`src/rtl/pipe_skid_slice_pkg.sv`:
```
// Shared definitions for the pipe skid slice.
//   slice_state_t : occupancy state of the two-entry slice
//   PIPE_DATA_W   : payload width of the pipe datapath
package pipe_pkg;

  localparam int unsigned PIPE_DATA_W = 3;

  typedef enum logic [1:0] {
    EMPTY = 2'd0,  // main invalid
    BUSY  = 2'd1,  // main valid, skid empty
    FULL  = 2'd2   // main and skid valid
  } slice_state_t;

endpackage

```
`src/rtl/pipe_skid_slice_if.sv`:
```
// Valid/ready beat channel.
//   valid : beat present (master -> slave)
//   data  : payload      (master -> slave)
//   ready : slave accepts (slave -> master)
interface pipe_skid_slice_if #(
  parameter int unsigned DATA_W = pipe_pkg::PIPE_DATA_W
);
  logic              valid;
  logic [DATA_W-1:0] data;
  logic              ready;

  modport master (output valid, output data, input ready);
  modport slave  (input valid, input data, output ready);
endinterface

```
`src/rtl/pipe_skid_slice_evt_cnt.sv`:
```
// Event counter with synchronous clear.
//   i_clk : clock, rising edge
//   i_clr : synchronous clear, active-high
//   i_inc : count one event this cycle
//   o_cnt : current count; wraps (SAT=0) or holds at all-ones (SAT=1)
module pipe_evt_cnt #(
  parameter int unsigned CNT_W = 16,
  parameter bit          SAT   = 1'b0
) (
  input  logic             i_clk,
  input  logic             i_clr,
  input  logic             i_inc,
  output logic [CNT_W-1:0] o_cnt
);
  logic [CNT_W-1:0] r_cnt;

  always_ff @(posedge i_clk) begin
    if (i_clr) begin
      r_cnt <= '0;
    end else if (i_inc) begin
      if (!(SAT && (r_cnt == '1))) begin
        r_cnt <= r_cnt + 1'b1;
      end
    end
  end

  assign o_cnt = r_cnt;
endmodule

```
`src/rtl/pipe_skid_slice.sv`:
```
// Registered two-entry valid/ready slice with beat and stall counters.
//   sys_clk   : clock, rising edge
//   sys_rst   : synchronous reset, active-high
//   up        : upstream channel (valid/data in, ready out from a flop)
//   down      : downstream channel (valid/data out from flops, ready in)
//   occ       : entries held (0, 1, 2)
//   beat_cnt  : beats delivered downstream, wrapping
//   stall_cnt : cycles with valid and no ready downstream, saturating
module pipe_skid_slice
  import pipe_pkg::*;
#(
  parameter int unsigned DATA_W = PIPE_DATA_W,
  parameter int unsigned CNT_W  = 16
) (
  input  logic                 sys_clk,
  input  logic                 sys_rst,
  pipe_skid_slice_if.slave     up,
  pipe_skid_slice_if.master    down,
  output logic [1:0]           occ,
  output logic [CNT_W-1:0]     beat_cnt,
  output logic [CNT_W-1:0]     stall_cnt
);
  slice_state_t      r_state, w_next;
  logic [DATA_W-1:0] r_main, r_skid;
  logic              r_ready;
  logic              w_up_fire, w_dn_fire, w_valid;
  logic              w_main_from_up, w_main_from_skid, w_skid_from_up;

  assign w_valid   = (r_state != EMPTY);
  assign w_up_fire = up.valid & r_ready;
  assign w_dn_fire = w_valid & down.ready;

  always_comb begin
    w_next           = r_state;
    w_main_from_up   = 1'b0;
    w_main_from_skid = 1'b0;
    w_skid_from_up   = 1'b0;
    case (r_state)
      EMPTY: begin
        if (w_up_fire) begin
          w_main_from_up = 1'b1;
          w_next         = BUSY;
        end
      end
      BUSY: begin
        if (w_up_fire && w_dn_fire) begin
          w_main_from_up = 1'b1;
        end else if (w_up_fire) begin
          w_skid_from_up = 1'b1;
          w_next         = FULL;
        end else if (w_dn_fire) begin
          w_next = EMPTY;
        end
      end
      FULL: begin
        // ready_up is low here, so no upstream beat can arrive
        if (w_dn_fire) begin
          w_main_from_skid = 1'b1;
          w_next           = BUSY;
        end
      end
      default: w_next = EMPTY;
    endcase
  end

  always_ff @(posedge sys_clk) begin
    if (sys_rst) begin
      r_state <= EMPTY;
      r_ready <= 1'b0;
      r_main  <= '0;
      r_skid  <= '0;
    end else begin
      r_state <= w_next;
      // ready computed from next state keeps the ready path registered
      r_ready <= (w_next != FULL);
      if (w_main_from_up) r_main <= up.data;
      else if (w_main_from_skid) r_main <= r_skid;
      if (w_skid_from_up) r_skid <= up.data;
    end
  end

  assign up.ready   = r_ready;
  assign down.valid = w_valid;
  assign down.data  = r_main;

  always_comb begin
    case (r_state)
      BUSY:    occ = 2'd1;
      FULL:    occ = 2'd2;
      default: occ = 2'd0;
    endcase
  end

  pipe_evt_cnt #(.CNT_W(CNT_W), .SAT(1'b0)) u_beat_cnt (
    .i_clk (sys_clk),
    .i_clr (sys_rst),
    .i_inc (w_dn_fire),
    .o_cnt (beat_cnt)
  );

  pipe_evt_cnt #(.CNT_W(CNT_W), .SAT(1'b1)) u_stall_cnt (
    .i_clk (sys_clk),
    .i_clr (sys_rst),
    .i_inc (w_valid & ~down.ready),
    .o_cnt (stall_cnt)
  );
endmodule

```
`src/flat_wrapper.sv`:
```
// flat-port wrapper written by rule: the top's interface ports become plain ports
module pipe_skid_slice_flat import pipe_pkg::*;
#(
  parameter int unsigned DATA_W = PIPE_DATA_W,
  parameter int unsigned CNT_W  = 16
)
  (sys_clk, sys_rst, occ, beat_cnt, stall_cnt, up_valid, up_data, up_ready, down_valid, down_data, down_ready);
  pipe_skid_slice_if #(.DATA_W(DATA_W)) up_i ();
  pipe_skid_slice_if #(.DATA_W(DATA_W)) down_i ();
  input  logic sys_clk;
  input  logic sys_rst;
  output logic [1:0] occ;
  output logic [CNT_W-1:0] beat_cnt;
  output logic [CNT_W-1:0] stall_cnt;
  input wire logic [$bits(up_i.valid)-1:0] up_valid;
  input wire logic [$bits(up_i.data)-1:0] up_data;
  output wire logic [$bits(up_i.ready)-1:0] up_ready;
  output wire logic [$bits(down_i.valid)-1:0] down_valid;
  output wire logic [$bits(down_i.data)-1:0] down_data;
  input wire logic [$bits(down_i.ready)-1:0] down_ready;
  assign up_i.valid = up_valid;
  assign up_i.data = up_data;
  assign up_ready = up_i.ready;
  assign down_valid = down_i.valid;
  assign down_data = down_i.data;
  assign down_i.ready = down_ready;
  pipe_skid_slice #(.DATA_W(DATA_W), .CNT_W(CNT_W)) u_core (.sys_clk(sys_clk), .sys_rst(sys_rst), .up(up_i), .down(down_i), .occ(occ), .beat_cnt(beat_cnt), .stall_cnt(stall_cnt));
endmodule
```
`config.mk`:
```
export PLATFORM = sky130hd
export DESIGN_NAME = pipe_skid_slice_flat
export DESIGN_NICKNAME = d
export VERILOG_FILES = /design/src/rtl/pipe_skid_slice_pkg.sv /design/src/rtl/pipe_skid_slice_if.sv /design/src/rtl/pipe_skid_slice_evt_cnt.sv /design/src/rtl/pipe_skid_slice.sv /design/src/flat_wrapper.sv
export SDC_FILE = /design/constraint.sdc
export NUM_CORES = 1
export LEC_CHECK = 0
export ABC_AREA = 0
export BUFFER_PORTS_ARGS = -buffer_cell sky130_fd_sc_hd__clkbuf_2
export CAP_MARGIN = 20
export CORE_MARGIN = 2
export CORE_UTILIZATION = 55
export CTS_CLUSTER_DIAMETER = 200
export DETAILED_ROUTE_END_ITERATION = 8
export GPL_TIMING_DRIVEN = 0
export PLACE_DENSITY = 0.81
export SLEW_MARGIN = 20
export SYNTH_ARGS = -nofsm -noshare
export SYNTH_HDL_FRONTEND = slang
export SYNTH_SLANG_ARGS = --single-unit
```
`constraint.sdc`:
```
create_clock -name sys_clk -period 4.9 [get_ports sys_clk]
set_input_delay 0.49 -clock sys_clk [delete_from_list [all_inputs] [get_ports sys_clk]]
set_output_delay 0.49 -clock sys_clk [all_outputs]
set_load 0.005 [all_outputs]
```
==> results of run 1 <==
-- cells by family (layout without fill, tap and decap cells) --
group / after synthesis / in the layout / share of synthesized area
simple gates: 113 / 113 / 0.326
compound gates: 49 / 49 / 0.158
flops: 41 / 41 / 0.400
buf+inv: 15 / 66 / 0.0305
xor+xnor: 11 / 11 / 0.0469
mux: 5 / 5 / 0.0262
fa+ha+maj: 2 / 2 / 0.0122
-- metrics by stage --
step            util  worst slack [ns]  cells  hold WS, ns  area, um2
2_1_floorplan      -              3.19    236        0.454       2050
3_3_place_gp   0.644              3.02    329        0.465       2340
3_5_place_dp   0.644              3.00    329        0.476       2340
4_1_cts        0.664              2.94    335        0.435       2410
5_1_grt        0.664              2.80    335        0.436       2410
6_report       0.664              2.94    335        0.436       2410
-- cell usage after synthesis, types with 3 or more instances --
| cell type | n | area share |
|---|---|---|
| sky130_fd_sc_hd__nor2_1 | 23 | 0.042 |
| sky130_fd_sc_hd__o21ai_0 | 9 | 0.022 |
| sky130_fd_sc_hd__a21oi_1 | 17 | 0.041 |
| sky130_fd_sc_hd__or3_1 | 6 | 0.018 |
| sky130_fd_sc_hd__nand3_1 | 11 | 0.027 |
| sky130_fd_sc_hd__o31ai_1 | 5 | 0.018 |
| sky130_fd_sc_hd__o21a_1 | 3 | 0.011 |
| sky130_fd_sc_hd__inv_1 | 7 | 0.013 |
| sky130_fd_sc_hd__clkbuf_1 | 5 | 0.0091 |
| sky130_fd_sc_hd__nor2b_1 | 5 | 0.015 |
| sky130_fd_sc_hd__a211oi_1 | 3 | 0.011 |
| sky130_fd_sc_hd__nand4_1 | 5 | 0.015 |
| sky130_fd_sc_hd__xnor2_1 | 9 | 0.038 |
| sky130_fd_sc_hd__dfxtp_1 | 41 | 0.40 |
| sky130_fd_sc_hd__mux2_2 | 3 | 0.016 |
| sky130_fd_sc_hd__or4_1 | 6 | 0.022 |
| sky130_fd_sc_hd__nor3_1 | 11 | 0.027 |
| sky130_fd_sc_hd__nand2_1 | 19 | 0.035 |
| sky130_fd_sc_hd__nor4_1 | 6 | 0.018 |
-- state kept, by name (all words and copies together) (netlist names) --
name / flops
u_core.down.data: 3
u_core.r_state: 2
u_core.u_beat_cnt.o_cnt: 16
u_core.up.ready: 1
u_core.r_skid: 3
u_core.u_stall_cnt.o_cnt: 16
-- layer usage --
layer	global-route usage	vias to the layer above
li1	-	974
met1	0.334	895
met5	0	-
met4	0.0938	0
met2	0.363	52
met3	0.0377	5
-- power by group --
part           total (mW)  internal, mW  switching, mW
sequential          0.342         0.338        0.00434
clock               0.205        0.0937          0.111
combinational      0.0433        0.0176         0.0257
-- critical path, stage by stage, from the launching register on --
cell                       delay (ns)
sky130_fd_sc_hd__dfxtp_1         0.41
sky130_fd_sc_hd__clkbuf_1        0.33
sky130_fd_sc_hd__or2b_1          0.29
sky130_fd_sc_hd__inv_1           0.06
sky130_fd_sc_hd__clkbuf_2        0.10
-- cell type report --
class                   instances  area [um2]
fillers                       341        1220
multi-input cells             180        1170
flip-flops and latches         41         821
repair buffers                 45         225
clock buffers                   5        68.8
well taps                      48        60.1
plain buffers                   8        36.3
inverters                       7        26.3
clock inverters                 1        5.00
-- worst max-delay path by stage --
stage,end,from,depth (start not counted)
detailed placement,u_core.u_beat_cnt.o_cnt[15]$_SDFFE_PP0P_,down_ready,6
floorplan,u_core.u_stall_cnt.o_cnt[6]$_SDFFE_PP0P_,u_core.u_stall_cnt.o_cnt[0]$_SDFFE_PP0P_,5
CTS,occ[1],u_core.r_state[1]$_SDFF_PP0_,4
global route,occ[1],u_core.r_state[1]$_SDFF_PP0_,4
global placement,u_core.u_beat_cnt.o_cnt[12]$_SDFFE_PP0P_,down_ready,6
finish,occ[1],u_core.r_state[1]$_SDFF_PP0_,4
==> Flow_metrics.wiki, run 1 <==
{| class="wikitable"
! Metric !! Value
|-
| Maximum number of buffers from clock root to sink || 2
|-
| Routed len/inst || 13.7 um
|-
| Cell area after synthesis || 2050 um2
|-
| Setup violations, final || 0
|-
| RSZ-0062 raised after global routing || false
|-
| Net count after synthesis || 245
|-
| Area of the core || 3630 um2
|-
| Share of layout cells above drive strength 1 || 0.240
|-
| Post-route clock skew || just under 0.006 ns
|-
| Largest fanout on the critical path || 10
|-
| Worst Hold Launch || up_data[0]
|-
| Most common library cell in the layout ignoring fill and taps || sky130_fd_sc_hd__clkbuf_2
|-
| Capturing element type of the critical path || primary output
|-
| Static leakage power || 0.937 nW
|-
| Sequential share of the synthesized area || 0.400
|-
| Number of clock buffers inserted by TritonCTS || 5
|-
| Period utilisation layout || 0.401
|-
| Clock sinks || 41
|-
| Die H || about 65 um
|-
| Die Outline Area || 4240 um2
|-
| Transition at the pin with the smallest max-transition slack || 0.502 ns
|-
| Run status || finished, final reports clean
|-
| # Post-CTS Setup Buffers || 0
|-
| Starting utilization of the core area || 0.565
|-
| Post-synth cell types || 51
|-
| Total of buffers placed on input and output ports || between 40 and 50
|-
| Mean Syn Cell Area || 8.71 um2
|-
| Highest routed metal layer || met4
|-
| Global-route wire length before repair || 7.83 mm
|-
| Deepest level of the CTS H-tree || 2
|-
| Number of warnings issued by yosys || 0
|-
| TritonCTS clock tree || done
|-
| Detailed-route via count || 1,926
|-
| Total negative slack || 0 ns
|-
| Synthesized flop and latch total || 41
|-
| Top Ports || 46
|-
| Die width || around 65 um
|-
| Row count || 22
|-
| Min Clock Period, post-route || 1.96 ns
|-
| Total Nets Final || 297
|-
| Top_reg_cell synth || sky130_fd_sc_hd__dfxtp_1
|-
| Root Buffer Master || sky130_fd_sc_hd__clkbuf_8
|-
| Largest net degree at the start of global routing || 12
|-
| Required time worst endpoint || between 4 and 5 ns
|-
| Element type at the critical path start || flop
|-
| Number of diodes || 0
|-
| Worst max-slew margin expressed relative to the limit || 0.665
|-
| Data arrival, critical path || 1.47 ns
|-
| Initial detailed-routing violation count || between 100 and 150
|-
| Detailed route wirelength on metal2 || 2.09 mm
|-
| Highest clock rate || 509 MHz
|-
| Ratio of total power to cell area || ~240 nW/um2
|-
| Commonest cells after routing, fill and taps aside || sky130_fd_sc_hd__clkbuf_2, sky130_fd_sc_hd__dfxtp_1, sky130_fd_sc_hd__nor2_1
|-
| DRC errors left || 0
|-
| Pins Over Slew Limit || 0
|-
| Final hold violations || 0
|-
| Area Growth Syn to Fin || 17.5%
|-
| Antenna violations before repair || 0
|-
| Crit Path Category || flop to primary output
|-
| GR Overflow Total || 0
|-
| Post-Synthesis Cells || 236
|-
| End point of the most critical hold path || u_core.r_skid[0]$_SDFFE_PP0P_
|-
| Cell depth of the worst hold path || 3
|-
| DR pass1 iterations || 4
|-
| Number of routed nets with antenna violations || 0
|-
| Quantity of hold-fixing buffers added after cts || 0
|-
| Endpoint of the lowest-slack register-to-register path || u_core.u_stall_cnt.o_cnt[6]$_SDFFE_PP0P_
|-
| Post-synthesis async set-or-reset flop share || 0
|-
| Post-CTS resize count || 0
|-
| Via density per instance || approximately 5.7
|-
| Number of max-cap violations || 0
|-
| Overall power after layout || 0.591 mW
|-
| Wire length reported by the detailed router || 4.59 mm
|-
| Clk_lat worst skew || 0.29 ns
|-
| Final weighted congestion in routability-driven placement || 0.813
|-
| Final HPWL DP || 3.32 mm
|-
| Met1 wire length || 2.20 mm
|-
| Via count of the first global-routing pass || 1,656
|-
| Depth of the worst register-to-register path || 5
|-
| Number of flops mapped to enable cells by yosys || 0
|-
| Clock-pin slew reported for the worst setup and hold paths after clock tree synthesis || 0.07 ns
|-
| VDD IR-drop max || 0.000153 V
|-
| Global-route usage over all layers || 0.237
|-
| Minimum setup slack among reg-to-reg paths || 3.02 ns
|-
| Met3 wire length || 237 um
|-
| Startpoint of the worst register-to-register path || u_core.u_stall_cnt.o_cnt[0]$_SDFFE_PP0P_
|-
| Class of the tightest hold or removal check || input pin to flop
|}
Power figures use the tool's default switching activity.
==> inputs of run 2 (changes only) <==
--- a/config.mk
+++ b/config.mk
@@ -9,11 +9,11 @@
 export BUFFER_PORTS_ARGS = -buffer_cell sky130_fd_sc_hd__clkbuf_2
 export CAP_MARGIN = 20
 export CORE_MARGIN = 2
-export CORE_UTILIZATION = 55
+export CORE_UTILIZATION = 48
 export CTS_CLUSTER_DIAMETER = 200
 export DETAILED_ROUTE_END_ITERATION = 8
 export GPL_TIMING_DRIVEN = 0
-export PLACE_DENSITY = 0.81
+export PLACE_DENSITY = 0.75
 export SLEW_MARGIN = 20
 export SYNTH_ARGS = -nofsm -noshare
 export SYNTH_HDL_FRONTEND = slang
==> constraint.sdc (replaced) <==
create_clock -name sys_clk -period 1.8 [get_ports sys_clk]
set_input_delay 0.18 -clock sys_clk [delete_from_list [all_inputs] [get_ports sys_clk]]
set_output_delay 0.18 -clock sys_clk [all_outputs]
set_load 0.005 [all_outputs]
==> run 2 against run 1 <==
Effect of this change:
- sequential share of layout area shrank 1.2 points
- clock power grew to 2.9 times the previous value
- highest routed layer unchanged
- cell area grew 4.2%
- cell count grew 2.7%
- combinational power grew to 2.7 times the previous value
- register-to-register slack lost 2.9 ns
- utilization shrank 4.4 points
==> Flow_metrics.wiki, run 2 (synthesis gave the netlist of run 1 again) <==
{| class="wikitable"
! Metric !! Value
|-
| Setup violations, final || 0 (unchanged)
|-
| Die Outline Area || 4820 um2 (+14%)
|-
| Largest net degree at the start of global routing || 14 (+2)
|-
| Crit Path Category || flop to flop
|-
| Internal Pwr Total || 1.24 mW (+180%)
|-
| Maximum number of buffers from clock root to sink || 2 (unchanged)
|-
| Minimum setup slack among reg-to-reg paths || 0.09 ns (-2.93 ns)
|-
| Static leakage power || 0.991 nW (+5.7%)
|-
| Area of the core || 4060 um2 (+12%)
|-
| Post-layout util || 0.620 (-0.0445)
|-
| DRC errors left || 0 (unchanged)
|-
| Total Nets Final || 302 (+1.7%)
|-
| Via density per instance || 5.66 (-1.6%)
|-
| Antenna violations before repair || 0 (unchanged)
|-
| Period utilisation layout || 0.948
|-
| Row count || 23 (+4.5%)
|-
| DR pass1 iterations || 4 (unchanged)
|-
| Run status || finished, final reports clean
|-
| Worst Hold Launch || up_data[0]
|-
| Die H || 69.4 um (+6.6%)
|-
| Commonest cells after routing, fill and taps aside || sky130_fd_sc_hd__clkbuf_2, sky130_fd_sc_hd__dfxtp_1, sky130_fd_sc_hd__nor2_1
|-
| Via count of the first global-routing pass || 1,749 (+5.6%)
|-
| Pins Over Slew Limit || 0 (unchanged)
|-
| Final hold violations || 0 (unchanged)
|-
| TritonCTS clock tree || done
|-
| Number of diodes || 0 (unchanged)
|-
| Root Buffer Master || sky130_fd_sc_hd__clkbuf_8
|-
| Initial detailed-routing violation count || 82 (-24%)
|-
| Most common library cell in the layout ignoring fill and taps || sky130_fd_sc_hd__clkbuf_2
|-
| Element type at the critical path start || flop
|-
| Share of layout cells above drive strength 1 || 0.279 (+0.0385)
|-
| Startpoint of the worst register-to-register path || u_core.u_stall_cnt.o_cnt[11]$_SDFFE_PP0P_
|-
| End point of the most critical hold path || u_core.r_skid[0]$_SDFFE_PP0P_
|-
| Capturing element type of the critical path || flop
|-
| Filler Cell Count || 361 (+5.9%)
|-
| Class of the tightest hold or removal check || input pin to flop
|-
| Post-route clock skew || 0.0104 ns (+0.00447 ns)
|-
| Area Growth Syn to Fin || 22.4%
|-
| Detailed-route via count || 1,947 (+1.1%)
|-
| Deepest level of the CTS H-tree || 2 (unchanged)
|-
| Clock sinks || 41 (unchanged)
|-
| Final weighted congestion in routability-driven placement || 0.779 (-4.1%)
|-
| Combinational power share || 0.071 (-0.002)
|-
| Clk network pwr share || 0.364 (+0.017)
|-
| Starting utilization of the core area || 0.506 (-0.0591)
|-
| Ratio of total power to cell area || 656 nW/um2 (+170%)
|-
| Total of buffers placed on input and output ports || 45 (unchanged)
|-
| Highest clock rate || approximately 590 MHz
|-
| Global-route wire length before repair || 7.81 mm (-0.27%)
|-
| Min Clock Period, post-route || 1.71 ns
|-
| Sw power || 0.412 mW (+190%)
|-
| Sequential share of power || 0.565 (-0.015)
|-
| Largest fanout on the critical path || 9 (-1)
|-
| Endpoint of the lowest-slack register-to-register path || u_core.u_stall_cnt.o_cnt[6]$_SDFFE_PP0P_
|-
| Global-route usage over all layers || 0.199 (-0.0382)
|-
| Clock-pin slew reported for the worst setup and hold paths after clock tree synthesis || 0.08 ns (about the same)
|-
| Transition at the pin with the smallest max-transition slack || 0.590 ns (+0.0880 ns)
|-
| Routed len/inst || 13.8 um (+0.82%)
|-
| Final HPWL DP || 3.27 mm (-1.5%)
|-
| Worst max-slew margin expressed relative to the limit || 0.606 (-0.0586)
|-
| Total negative slack || 0 ns (unchanged)
|-
| Clk_lat worst skew || 0.30 ns (about the same)
|-
| Switch share || 0.250 (+0.0110)
|-
| Data arrival, critical path || 1.93 ns (+0.46 ns)
|-
| Cell depth of the worst hold path || 3 (unchanged)
|-
| GR Overflow Total || 0 (unchanged)
|-
| Required time worst endpoint || 2.03 ns (-2.38 ns)
|-
| Top Ports || 46 (unchanged)
|-
| Number of routed nets with antenna violations || 0 (unchanged)
|-
| Number of max-cap violations || 0 (unchanged)
|-
| Wire length reported by the detailed router || 4.75 mm (+3.5%)
|-
| Die width || 69.4 um (+6.6%)
|-
| Depth of the worst register-to-register path || 6 (+1)
|-
| VDD IR-drop max || 0.000367 V (+140%)
|-
| Quantity of hold-fixing buffers added after cts || 0 (unchanged)
|-
| Number of clock buffers inserted by TritonCTS || 5 (unchanged)
|}
## run 2: cell type report
type                       count  area [um2]  share of cell area
multi-input combinational    180        1210               0.483
sequential                    41         826               0.328
timing repair buffer          50         263               0.104
clock buffer                   5        68.8              0.0274
tap                           50        62.6              0.0249
buffer                         8        37.5              0.0149
inverter                       7        26.3              0.0104
clock inverter                 3        17.5             0.00697
## run 2: worst max path at each step
stage	start	endpoint	slack (ns)	depth (start not counted)
after floorplan	u_core.u_stall_cnt.o_cnt[0]$_SDFFE_PP0P_	u_core.u_stall_cnt.o_cnt[6]$_SDFFE_PP0P_	0.09	5
after global placement	u_core.u_stall_cnt.o_cnt[0]$_SDFFE_PP0P_	u_core.u_stall_cnt.o_cnt[6]$_SDFFE_PP0P_	-0.007	5
after detailed placement	u_core.u_stall_cnt.o_cnt[0]$_SDFFE_PP0P_	u_core.u_stall_cnt.o_cnt[6]$_SDFFE_PP0P_	-0.04	5
after CTS	u_core.r_state[1]$_SDFF_PP0_	u_core.u_beat_cnt.o_cnt[14]$_SDFFE_PP0P_	0.007	5
after global routing	u_core.u_stall_cnt.o_cnt[12]$_SDFFE_PP0P_	u_core.u_stall_cnt.o_cnt[5]$_SDFFE_PP0P_	-0.02	6
final	u_core.u_stall_cnt.o_cnt[11]$_SDFFE_PP0P_	u_core.u_stall_cnt.o_cnt[6]$_SDFFE_PP0P_	0.09	6
## run 2: timing repair
action                                  CTS  global route
setup buffers                             0             5
pin swaps                                 0             3
endpoints found under the setup margin    1            13
resized for setup                         2             9
## run 2: through the flow
step                      hold slack [ns]  area [um2]  setup slack, ns  std cells  power, mW
after global routing                0.113        2510          -0.0238        344       1.72
after floorplan                     0.316        2050           0.0936        236       1.02
after global placement              0.427        2340         -0.00695        331       1.07
after detailed placement            0.434        2340          -0.0356        331       1.07
after CTS                           0.110        2430          0.00705        339       1.67
final                               0.113        2510           0.0941        344       1.65
## run 2: metal layers
metal | wire length [um] | vias up | GRT usage
met5 | 0 | - | 0
met1 | 2240 | 912 | 0.251
li1 | - | 982 | -
met3 | 179 | 9 | 0.0523
met2 | 2260 | 44 | 0.329
met4 | 79 | 0 | 0.0654
## run 2: worst max-delay path, stage by stage, from the launching register on
cell	delay (ns)
sky130_fd_sc_hd__dfxtp_1	0.38
sky130_fd_sc_hd__nand4_1	0.25
sky130_fd_sc_hd__buf_4	0.18
sky130_fd_sc_hd__nor4_4	0.03
sky130_fd_sc_hd__buf_4	0.17
sky130_fd_sc_hd__or4_1	0.47
sky130_fd_sc_hd__a21oi_1	0.15
## run 2: power by group through the flow
stage	sequential (mW)	clock (mW)	combinational, mW
global route	0.935	0.659	0.129
detailed placement	0.953	0	0.116
finish	0.932	0.600	0.117
floorplan	0.952	0	0.0718
CTS	0.932	0.622	0.117
global placement	0.953	0	0.114
==> inputs of run 3 (changes only) <==
--- a/config.mk
+++ b/config.mk
@@ -9,11 +9,12 @@
 export BUFFER_PORTS_ARGS = -buffer_cell sky130_fd_sc_hd__clkbuf_2
 export CAP_MARGIN = 20
 export CORE_MARGIN = 2
-export CORE_UTILIZATION = 48
+export CORE_UTILIZATION = 45
 export CTS_CLUSTER_DIAMETER = 200
 export DETAILED_ROUTE_END_ITERATION = 8
 export GPL_TIMING_DRIVEN = 0
-export PLACE_DENSITY = 0.75
+export MAX_ROUTING_LAYER = met4
+export PLACE_DENSITY = 0.71
 export SLEW_MARGIN = 20
 export SYNTH_ARGS = -nofsm -noshare
 export SYNTH_HDL_FRONTEND = slang
==> run 3 against run 2 <==
Effect of this change:
- register-to-register slack about the same
- utilization decreased by 5.0 points
- global-route usage about the same
- via count decreased by 1.8%
- clock power increased by 26%
- sequential power about the same
- routed wire length decreased by 5.0%
- non-clock buffer count decreased by 3
- critical path type unchanged
- critical endpoint unchanged
- largest cell class unchanged
- highest routed layer unchanged
==> Flow_metrics.wiki, run 3 (synthesis gave the netlist of run 1 again) <==
{| class="wikitable"
! Metric !! Value
|-
| Run status || finished, final reports clean
|-
| Initial detailed-routing violation count || 87 (+6.1%)
|-
| Sequential share of power || 0.518 (-0.047)
|-
| Largest fanout on the critical path || 6 (-3)
|-
| Commonest cells after routing, fill and taps aside || sky130_fd_sc_hd__clkbuf_2, sky130_fd_sc_hd__dfxtp_1, sky130_fd_sc_hd__nor2_1
|-
| Slowest cell on the critical path || sky130_fd_sc_hd__or3_1
|-
| Gate family responsible for the most delay along the worst path || simple AND/OR/NAND/NOR gates
|-
| Maximum number of buffers from clock root to sink || 2 (unchanged)
|-
| VDD IR-drop max || 0.000362 V (-1.4%)
|-
| Number of clock buffers inserted by TritonCTS || 5 (unchanged)
|-
| Area of the multi-input gates || 1190 um2 (-1.8%)
|-
| Top Ports || 46 (unchanged)
|-
| Combinational power share || 0.064 (-0.007)
|-
| Post-route clock skew || 0.00424 ns (-0.00617 ns)
|-
| Setup violations, final || 0 (unchanged)
|-
| Clock sinks || 41 (unchanged)
|-
| Deepest level of the CTS H-tree || 2 (unchanged)
|-
| Post-place setup slack || -0.0351 ns (+0.000542 ns)
|-
| Via count of the first global-routing pass || 1,733 (-0.91%)
|-
| Final hold violations || 0 (unchanged)
|-
| Quantity of hold-fixing buffers added after cts || 0 (unchanged)
|-
| Register area || 823 um2 (-0.30%)
|-
| Number of max-cap violations || 0 (unchanged)
|-
| Cell Chain, Critical Path || ha_4, inv_1, or3_1, or4_1, a21oi_1
|-
| Buf+Inv Stages, Crit Path || 1 (-1)
|-
| Static leakage power || 0.970 nW (-2.1%)
|-
| Worst max-slew margin expressed relative to the limit || 0.651 (+0.0445)
|-
| Transition at the pin with the smallest max-transition slack || 0.524 ns (-0.0668 ns)
|-
| Total Nets Final || 299 (-0.99%)
|-
| Number of diodes || 0 (unchanged)
|-
| Area Growth Syn to Fin || 21.7%
|-
| Final setup slack of the worst path || 0.0930 ns (-0.00112 ns)
|-
| Required time worst endpoint || 2.03 ns (about the same)
|-
| Antenna violations before repair || 0 (unchanged)
|-
| Area of the core || 4380 um2 (+8.0%)
|-
| Global-route usage over all layers || 0.199 (+0.000435)
|-
| Minimum setup slack among reg-to-reg paths || 0.09 ns (about the same)
|-
| Pins Over Slew Limit || 0 (unchanged)
|-
| Number of routed nets with antenna violations || 0 (unchanged)
|-
| Via density per instance || 5.57 (-1.6%)
|-
| Class of the tightest hold or removal check || input pin to flop
|-
| DRC errors left || 0 (unchanged)
|-
| Most common library cell in the layout ignoring fill and taps || sky130_fd_sc_hd__clkbuf_2
|-
| Final weighted congestion in routability-driven placement || 0.827 (+6.1%)
|-
| Min Clock Period, post-route || 1.71 ns (+0.00112 ns)
|-
| Period utilisation layout || 0.948 (about the same)
|-
| Internal Pwr Total || 1.38 mW (+12%)
|-
| Ratio of total power to cell area || 721 nW/um2 (+9.9%)
|-
| Clock-pin slew reported for the worst setup and hold paths after clock tree synthesis || 0.08 ns (about the same)
|-
| DR pass1 iterations || 4 (unchanged)
|-
| Filler Cell Count || 423 (+17%)
|-
| Share of layout cells above drive strength 1 || 0.265 (-0.0143)
|-
| Crit Path Category || flop to flop
|-
| Fin Hold WS || 0.116 ns (+0.00324 ns)
|-
| Die width || 71.6 um (+3.1%)
|-
| Die Outline Area || 5120 um2 (+6.3%)
|-
| Die H || 71.6 um (+3.1%)
|-
| Capturing element type of the critical path || flop
|-
| Switch share || 0.232 (-0.0184)
|-
| Design area || 2500 um2 (-0.60%)
|-
| Starting utilization of the core area || 0.469 (-0.0377)
|-
| Post-Place Cell Area || 2340 um2 (+0.11%)
|-
| Row count || 24 (+4.3%)
|-
| Critical path's largest stage delay || 0.43 ns (-0.04 ns)
|-
| GR Overflow Total || 0 (unchanged)
|-
| Clk_lat worst skew || 0.30 ns (about the same)
|-
| Final HPWL DP || 3.27 mm (about the same)
|-
| Clk network pwr share || 0.418 (+0.054)
|-
| Highest clock rate || 586 MHz (about the same)
|-
| Routed len/inst || 13.2 um (-4.8%)
|-
| Sw power || 0.418 mW (+1.2%)
|-
| Largest net degree at the start of global routing || 15 (+1)
|-
| Detailed-route via count || 1,911 (-1.8%)
|-
| Root Buffer Master || sky130_fd_sc_hd__clkbuf_8
|-
| Wire length reported by the detailed router || 4.51 mm (-5.0%)
|-
| Global-route wire length before repair || 7.85 mm (+0.54%)
|-
| Element type at the critical path start || flop
|-
| Data arrival, critical path || 1.93 ns (about the same)
|-
| TritonCTS clock tree || done
|-
| Total of buffers placed on input and output ports || 45 (unchanged)
|}
-- run 3: cell types whose count changed in the layout (fill, tap and decap cells not counted), sizes merged --
cell / change
buf: -3
bufinv: +1
clkinv: -1
-- run 3: timing repair --
item	in CTS	in global routing
buffers inserted	0	2
endpoints found under the setup margin	2	14
resized for setup	2	5
pin swaps	0	3
-- run 3: final timing paths --
kind                                                            endpoint  cells past startpoint                                      from
worst min-delay path                       u_core.r_skid[0]$_SDFFE_PP0P_                      3                                up_data[0]
worst max register to register  u_core.u_stall_cnt.o_cnt[6]$_SDFFE_PP0P_                      5  u_core.u_stall_cnt.o_cnt[0]$_SDFFE_PP0P_
worst min register to register             u_core.r_skid[2]$_SDFFE_PP0P_                      2             u_core.r_skid[2]$_SDFFE_PP0P_
worst max-delay path            u_core.u_stall_cnt.o_cnt[6]$_SDFFE_PP0P_                      5  u_core.u_stall_cnt.o_cnt[0]$_SDFFE_PP0P_
-- run 3: power groups by stage --
stage	Clock [mW]	Sequential, mW	Combinational, mW
final	0.753	0.933	0.116
after floorplan	0	0.952	0.0718
after CTS	0.776	0.932	0.118
after global routing	0.809	0.936	0.132
after detailed placement	0	0.953	0.116
after global placement	0	0.953	0.115
-- run 3: cell type report --
class,instances,area share
timing repair buffer,47,0.0961
sequential,41,0.329
clock buffer,5,0.0275
clock inverter,3,0.0185
tap,52,0.0260
inverter,7,0.0105
buffer,8,0.0150
multi-input combinational,180,0.477
-- run 3: per-stage QoR --
step                      TNS (ns)  power [mW]  utilization  instances
after floorplan                  0        1.02            -        236
after global placement    -0.00773        1.07        0.535        333
after detailed placement   -0.0351        1.07        0.535        333
after CTS                        0        1.83        0.564        341
after global routing       -0.0332        1.88        0.570        343
final                            0        1.80        0.570        343
-- run 3: worst min-delay path: cells and delay by family --
family | cells | cell delay (ns)
AO/OA/AOI/OAI | 1 | 0.05
buffers and inverters | 1 | 0.09
AND/OR/NAND/NOR | 1 | 0.05
-- run 3: routing by layer --
| layer | global-route usage | share of wire | wire length (um) |
|---|---|---|---|
| met5 | - | 0 | 0 |
| met4 | 0.0692 | 0.014 | 64 |
| met3 | 0.0506 | 0.033 | 149 |
| met2 | 0.296 | 0.46 | 2060 |
| met1 | 0.263 | 0.50 | 2240 |
